**config.mk**
```make
export PLATFORM = sky130hd
export DESIGN_NAME = scene_switch_ctl
export DESIGN_NICKNAME = d
export VERILOG_FILES = /design/src/rtl/scene_switch_ctl.sv
export SDC_FILE = /design/constraint.sdc
export NUM_CORES = 1
export LEC_CHECK = 0
export ABC_CLOCK_PERIOD_IN_PS = 2100
export BUFFER_PORTS_ARGS = -buffer_cell sky130_fd_sc_hd__buf_2
export CORE_MARGIN = 2
export CORE_UTILIZATION = 42
export CTS_CLUSTER_SIZE = 40
export DETAILED_ROUTE_END_ITERATION = 16
export PLACE_DENSITY_LB_ADDON = 0.15
export RECOVER_POWER = 50
export SETUP_SLACK_MARGIN = 0.1
export SYNTH_ARGS = -nofsm -noshare
export SYNTH_HDL_FRONTEND = slang
export SYNTH_SLANG_ARGS = --single-unit
```
**constraint.sdc**
```tcl
create_clock -name clk -period 2.1 [get_ports clk]
set_input_delay 0.42 -clock clk [delete_from_list [all_inputs] [get_ports clk]]
set_output_delay 0.42 -clock clk [all_outputs]
set_load 0.03 [all_outputs]
```
**src/rtl/scene_switch_ctl.sv**
```systemverilog
// Scene selector for the VGA path: menu hit-test, debounced back button, frame-aligned switching.
// Optional macro SCENE_BLANK_FRAME_EN blanks rgb for one frame after each switch.
module scene_switch_ctl #(
  parameter int N_SCENES   = 4,
  parameter int RGB_W      = 12,
  parameter int POS_W      = 12,
  parameter int MENU_X0    = 362,
  parameter int MENU_X1    = 674,
  parameter int ITEM_Y0    = 46,
  parameter int ITEM_H     = 101,
  parameter int ITEM_PITCH = 288,
  parameter int DEB_CYC    = 16,
  localparam int SID_W     = $clog2(N_SCENES)
) (
  input  logic                      clk,
  input  logic                      rst,
  input  logic                      vsync_tim,
  input  logic [N_SCENES-1:0]       hsync_sc,
  input  logic [N_SCENES-1:0]       vsync_sc,
  input  logic [N_SCENES*RGB_W-1:0] rgb_sc,
  input  logic [POS_W-1:0]          xpos,
  input  logic [POS_W-1:0]          ypos,
  input  logic                      mouse_left,
  input  logic                      button,
  output logic                      hsync_out,
  output logic                      vsync_out,
  output logic [RGB_W-1:0]          rgb_out,
  output logic [SID_W-1:0]          scene_id,
  output logic                      switch_pulse
);

  localparam int CNT_W = $clog2(DEB_CYC + 1);

  typedef enum logic {
    SHOW,
    PEND
  } state_t;

  state_t           state;
  state_t           state_d;
  logic [SID_W-1:0] tgt;
  logic [SID_W-1:0] tgt_d;
  logic [SID_W-1:0] sid_d;
  logic             pulse_d;

  logic             mouse_q;
  logic             vs_q;
  logic             click_rise;
  logic             vs_rise;

  logic [1:0]       btn_sync;
  logic             btn_acc;
  logic             btn_acc_q;
  logic [CNT_W-1:0] deb_cnt;
  logic             back_ev;

  logic             x_in;
  logic             hit;
  logic [SID_W-1:0] hit_idx;

  logic             sel_h;
  logic             sel_v;
  logic [RGB_W-1:0] sel_rgb;

  function automatic logic [POS_W-1:0] item_lo(int k);
    return POS_W'(ITEM_Y0 + (k - 1) * ITEM_PITCH);
  endfunction

  function automatic logic [POS_W-1:0] item_hi(int k);
    return POS_W'(ITEM_Y0 + (k - 1) * ITEM_PITCH + ITEM_H - 1);
  endfunction

  assign click_rise = mouse_left & ~mouse_q;
  assign vs_rise    = vsync_tim & ~vs_q;
  assign back_ev    = btn_acc & ~btn_acc_q;

  // Previous-value registers for edge detection.
  always_ff @(posedge clk) begin
    if (rst) begin
      mouse_q <= 1'b0;
      vs_q    <= 1'b0;
    end else begin
      mouse_q <= mouse_left;
      vs_q    <= vsync_tim;
    end
  end

  // Button sync and debounce: accept a level after DEB_CYC steady cycles.
  always_ff @(posedge clk) begin
    if (rst) begin
      btn_sync  <= 2'b00;
      btn_acc   <= 1'b0;
      btn_acc_q <= 1'b0;
      deb_cnt   <= '0;
    end else begin
      btn_sync  <= {btn_sync[0], button};
      btn_acc_q <= btn_acc;
      if (btn_sync[1] == btn_acc) begin
        deb_cnt <= '0;
      end else if (deb_cnt == CNT_W'(DEB_CYC - 1)) begin
        btn_acc <= btn_sync[1];
        deb_cnt <= '0;
      end else begin
        deb_cnt <= deb_cnt + CNT_W'(1);
      end
    end
  end

  // Menu hit test: items share an x band and stack vertically.
  always_comb begin
    x_in    = (xpos >= POS_W'(MENU_X0)) &&
              (xpos <= POS_W'(MENU_X1));
    hit     = 1'b0;
    hit_idx = '0;
    for (int k = 1; k < N_SCENES; k++) begin
      if (x_in && ypos >= item_lo(k) &&
          ypos <= item_hi(k)) begin
        hit     = 1'b1;
        hit_idx = SID_W'(k);
      end
    end
  end

  // Request FSM state, target and displayed scene registers.
  always_ff @(posedge clk) begin
    if (rst) begin
      state        <= SHOW;
      tgt          <= '0;
      scene_id     <= '0;
      switch_pulse <= 1'b0;
    end else begin
      state        <= state_d;
      tgt          <= tgt_d;
      scene_id     <= sid_d;
      switch_pulse <= pulse_d;
    end
  end

  // Next-state: latch the first request, commit it on the frame edge.
  always_comb begin
    state_d = state;
    tgt_d   = tgt;
    sid_d   = scene_id;
    pulse_d = 1'b0;
    unique case (state)
      SHOW: begin
        if (click_rise && scene_id == '0 && hit &&
            hit_idx != scene_id) begin
          state_d = PEND;
          tgt_d   = hit_idx;
        end else if (back_ev && scene_id != '0) begin
          state_d = PEND;
          tgt_d   = '0;
        end
      end
      PEND: begin
        if (vs_rise) begin
          state_d = SHOW;
          sid_d   = tgt;
          pulse_d = 1'b1;
        end
      end
      default: state_d = SHOW;
    endcase
  end

  // Scene mux; anything unmatched falls back to the menu.
  always_comb begin
    sel_h   = hsync_sc[0];
    sel_v   = vsync_sc[0];
    sel_rgb = rgb_sc[RGB_W-1:0];
    for (int k = 1; k < N_SCENES; k++) begin
      if (scene_id == SID_W'(k)) begin
        sel_h   = hsync_sc[k];
        sel_v   = vsync_sc[k];
        sel_rgb = rgb_sc[k*RGB_W +: RGB_W];
      end
    end
  end

`ifdef SCENE_BLANK_FRAME_EN
  logic blank_q;

  // Blank flag covers the frame that starts at the switching edge.
  always_ff @(posedge clk) begin
    if (rst) begin
      blank_q <= 1'b0;
    end else if (pulse_d) begin
      blank_q <= 1'b1;
    end else if (vs_rise) begin
      blank_q <= 1'b0;
    end
  end

  // Registered outputs; colour suppressed while blanking.
  always_ff @(posedge clk) begin
    if (rst) begin
      hsync_out <= 1'b0;
      vsync_out <= 1'b0;
      rgb_out   <= '0;
    end else begin
      hsync_out <= sel_h;
      vsync_out <= sel_v;
      rgb_out   <= blank_q ? '0 : sel_rgb;
    end
  end
`else
  // Registered outputs, one cycle behind the scene inputs.
  always_ff @(posedge clk) begin
    if (rst) begin
      hsync_out <= 1'b0;
      vsync_out <= 1'b0;
      rgb_out   <= '0;
    end else begin
      hsync_out <= sel_h;
      vsync_out <= sel_v;
      rgb_out   <= sel_rgb;
    end
  end
`endif

endmodule
```
---- Word-level counts from Yosys, hierarchy flattened ----
Cells that the tools add are included.
word-level totals
  register bits after elaboration ......... 31
  bits of input ports ..................... 85
operators by class
  add/sub/neg operators ................... 1
  $lt $le $gt $ge ......................... 8
  equality and inequality tests ........... 6
  muxes and demuxes ....................... 22
  bitwise operators ....................... 8
  reductions and logical operators ........ 19
operators by type and width
  operator              number
  $mux 12               3
  $ge 12x9->1 const B   2
  $le 12x10->1 const B  2
  $mux 1                14
  $ge 12x10->1 const B  1
  $ge 12x6->1 const B   1
  $le 12x8->1 const B   1
  $le 12x9->1 const B   1
  $logic_and 1x1->1     11
  $mux 2                4
  $reduce_and 2->1      3
  $add 5x1->5 const B   1
  $eq 5x4->1 const B    1
  $not 1->1             5
  $eq 2x2->1 const B    2
  $reduce_bool 2->1     2
  $and 1x1->1           3
  $reduce_or 3->1       1
  $eq 2x1->1 const B    1
  $logic_not 2->1       1
  $ne 2x2->1            1
  $pmux 1 s2            1
  $reduce_or 2->1       1
  $eq 1x1->1            1

---- Logic depth before layout (Yosys ltp) ----
  word-level depth ........................ 11
  mapped depth ............................ 6
  gate-level depth less buffers ........... 5

---- Worst setup path before layout ----
Ideal clock, no wire load.
  kind .................................... flip-flop to flip-flop
  from .................................... reg scene_id[0]
  to ...................................... reg rgb_out[10]
  arrival ................................. 1.745 ns
  data required time ...................... 1.985 ns
  setup slack ............................. 0.240 ns
  cell stages (with the launch flop) ...... 5
  period minus slack after synthesis ...... 1.860 ns
  cells stage by stage .................... dfxtp_1 > buf_2 > buf_2 > mux4_2 > and2_1
between the ends
  cells in the longest elaborated chain, start to end .. 4
ends and longest elaborated chain
  what                      RTL line  RTL
  start: declaration        28        output logic [SID_W-1:0] scene_id,
  start signal: assignment  134       scene_id <= sid_d;
  $eq 2x1->1                173       if (scene_id == SID_W'(k)) begin
  $mux 12 (2 in a row)      173
  $mux 12 *                 173
  end signal: assignment    217       rgb_out <= sel_rgb;
  end: declaration          27        output logic [RGB_W-1:0] rgb_out,
Mark *: on every way between the ends. The rest lies on a longest branch, timed or not.
A chain may end at the register's enable or synchronous reset.

---- Worst setup path in the final report ----
  from .................................... in xpos[10]
  to ...................................... reg tgt[1]
between the ends
  cells in the longest elaborated chain, start to end .. 11
ends and longest elaborated chain
  what                                             RTL line  RTL
  start: declaration                               21        input logic [POS_W-1:0] xpos,
  $ge 12x9->1 or $le 12x10->1 (tied branches)      111, 112
  $logic_and 1x1->1 *                              111       x_in = (xpos >= POS_W'(MENU_X0)) &&
  $logic_and 1x1->1 (2 in a row)                   116       if (x_in && ypos >= item_lo(k) &&
  $mux 1                                           116
  $mux 2 or $mux 1 (tied branches) (2 in a row)    116
  $ne 2x2->1 or $logic_and 1x1->1 (tied branches)  148, 147
  $logic_and 1x1->1                                147       if (click_rise && scene_id == '0 && hit &&
  $reduce_bool 2->1 (no line)                      -
  $reduce_and 2->1 (no line)                       -
  end signal: assignment                           133       tgt <= tgt_d;
  end: declaration                                 41        logic [SID_W-1:0] tgt;
Marked as above.

==> impl_results.md <==
* Outcome: finished clean
* Fraction of registers with async set or reset after synthesis at 0%
* Hold_sp: button
* FMAX at 0.5734 GHz
* VDD IR-drop max at 0.0002852 V
* Clock Latency Late Sink at between 200 and 300 ps
* Critical Path Source Type: input pin
* First-pass GRT wire length at approximately 5900 um
* Distinct cells, synth at 41
* Max Root-Sink Buffers at 2
* Synth top area cells: dfxtp_1 38%, mux4_2 19%, and2_1 5.3%
* CTS tree: done
* Clock Skew at ~5.5 ps
* Vias at around 1600
* CP Max Fanout at 4
* Layout cell share with drive strength beyond 1 at 45.35%
* DP HPWL at slightly above 3000 um
* Number of post-CTS setup repair buffers at 0
* Vias/cell at ~5.2
* Post-CTS Resized at 0
* Placed instance area at 2190 um^2
* Critical-path cell list: buf_2 > or4b_1 > o31ai_2 > nor4_2 > a2111oi_2 > a31o_1
* Post-synth EDFFs at 0
* Die Wd at approximately 66 um
* Seq/Total Area, Yosys at 37.89%
* CP endpoint kind: flop
* Worst-path clk slew at around 60 ps
* Layout Nets at roughly 340
* Rows at 22
* Total clock buffers created by CTS at 5
* Hold Path Sink: btn_sync[0]
* Number of global-route vias before repair at 1414
* R2R Setup Slk at 380 ps
* DRC at 0
* Starting density of the core at 44.07%
* Remaining Overflow, GRT at 0
* Crit path kind: in -> reg
* Largest net degree at the start of global routing at 18
* Placeable Area at 3716 um^2
* Area share of the leading cell type in the synthesized netlist at a little under two fifths
* Top FF cell, synth: dfxtp_1
* Drt first pass iters at 4
* Wire per inst at approximately 12 um
* Hold crit path type: in -> reg
* I/O Buffers at around 100
* Synth Register Bits at 31
* Synthesized area at 1638 um^2
* PwrDens at 616.1 nW/um^2
* Pwr Total at about 0.0014 W
* Setup ws final at between 300 and 400 ps
* Setup total negative slack at 0 ps
* Syn_nets at 242
* Largest area contributor in the synthesized netlist: dfxtp_1
* Antenna diodes at 0
* Num ports at 102
* Synth top cells by count: 31 x dfxtp_1, 15 x nor2_1, 14 x and2_1, 14 x mux4_2
* Slowest-stage cell, CP: or4b_1
* R2R Path Start: scene_id[1]
* Reg2reg path depth at 5
* Data arrival time of the worst path at 1960 ps
* Die area at between 4000 and 5000 um^2
* RSZ-0062 raised after global routing: false
* Initial antenna violation count at 0
* Worst-margin pin slew at ~560 ps
* Final ANT Viol Nets at 0
* 1st-iter DRT viols at 31
* Slew Viols, Final at 0
* Max-cap violation count at 0
* GR Util All Layers at 17.81%
* Sink Count at 31
* Required time worst endpoint at approximately 2300 ps
* Ys Warns at 0
* Worst slack, placed at around 63 ps
* Hold Crit Depth at 2
* Count leader, synth: dfxtp_1
* Placer Congestion at around 0.8
* Crit Reg-Reg Endpoint: tgt[1]
* Mean area per synthesized cell at around 11 um^2
* Final setup violation count at 0
* Slew margin rel. at between 60% and 70%
* Fin crit share at roughly 83%
* Total wire length at around 3800 um
* Peak per-stage delay on the critical path at about 530 ps
* CTS root buffer: clkbuf_8
* H-tree levels at 2
* Fin area at about 2300 um^2
* Crit path time final at around 1700 ps
* Gate Count Post-Synth at approximately 160
* Lkg Pwr at between 0.9 and 1 nW
* Synthesis-to-layout area growth at 39.65%
* Hold-fix buffers at CTS at 0
* Die Y-Extent at ~66 um
* Final-report hold violation count at 0
[layout by cell type, fill, tap and decap left out, types with 2 or more instances in the layout]
cell type | netlist | final
clkbuf_1 | 7 | 16
nand4_1 | 2 | 2
inv_1 | 7 | 7
nand3b_1 | 2 | 2
o211ai_1 | 3 | 3
clkbuf_8 | 0 | 6
buf_4 | 0 | 3
ha_1 | 2 | 2
buf_2 | 2 | 85
a211oi_1 | 2 | 2
a21o_1 | 2 | 2
mux2i_1 | 2 | 2
dfxtp_1 | 31 | 31
or3_1 | 2 | 2
a21oi_1 | 5 | 5
nand3_1 | 5 | 5
and2_1 | 14 | 14
nand2_1 | 3 | 3
and3_1 | 2 | 2
nor2b_1 | 6 | 6
xor2_1 | 3 | 3
xnor2_1 | 2 | 2
nor2_1 | 15 | 15
nor3_1 | 3 | 3
o22ai_1 | 2 | 2
mux4_2 | 14 | 14
[how the worst max path moves through the flow]
stage                 from     endpoint  slack (ps)  depth (start not counted)
2_1_floorplan  scene_id[0]  rgb_out[10]         240                          4
3_3_place_gp      xpos[10]       tgt[1]         110                          6
3_5_place_dp      xpos[10]       tgt[1]          60                          6
4_1_cts           xpos[10]       tgt[1]         350                          6
5_1_grt        scene_id[1]       tgt[1]         200                          5
6_report          xpos[10]       tgt[1]         360                          6
[where the power goes]
group	switching [W]	internal, W
clock network	0.000204	0.000383
logic	0.000101	0.000108
registers	0.00000547	0.000608
total	0.000310	0.00110
[kinds of logic after synthesis]
group	share of synthesized area, %
XOR/XNOR	2.674
flip-flops	37.89
adder cells (fa/ha/maj)	1.528
AND/OR/NAND/NOR	22.76
AO/OA/AOI/OAI	10.85
multiplexers	20.47
buffers and inverters	3.820
[flip-flops by register name, indices dropped and copies added, names as in the netlist, 2 cells and up]
signal and cells:
rgb_out 12, deb_cnt 5, scene_id 2, btn_sync 2
tgt 2
[worst max-delay path: cells and delay by family]
kind,cells,cell delay [ps]
compound gates,3,790
buf+inv,1,100
simple gates,2,660
[metal layers]
| layer | vias to the layer above | wire length (um) | track usage, % |
|---|---|---|---|
| li1 | 776 | - | - |
| met1 | 740 | 1438 | 19.38 |
| met2 | 66 | 1994 | 33.13 |
| met3 | 5 | 272 | 3.407 |
| met4 | 0 | 53 | 7.653 |
| met5 | - | 0 | 0 |
[metrics by stage]
stage / hold slack [ps] / utilization [%] / instances
floorplan: 413.8 / - / 155
global placement: 434.4 / 58.92 / 298
detailed placement: 429.6 / 58.92 / 298
CTS: 343.4 / 62.09 / 306
global route: 364.7 / 61.55 / 306
finish: 349.3 / 61.55 / 306
[cell type report]
class,instances,area (um^2)
multi-input cells,108,954.7
repair buffers,104,508.0
flip-flops and latches,31,620.6
well taps,48,60.06
fillers,362,1429
inverters,7,26.28
clock inverters,2,35.03
clock buffers,6,82.58
No activity file was read; power rests on OpenSTA's default activity.
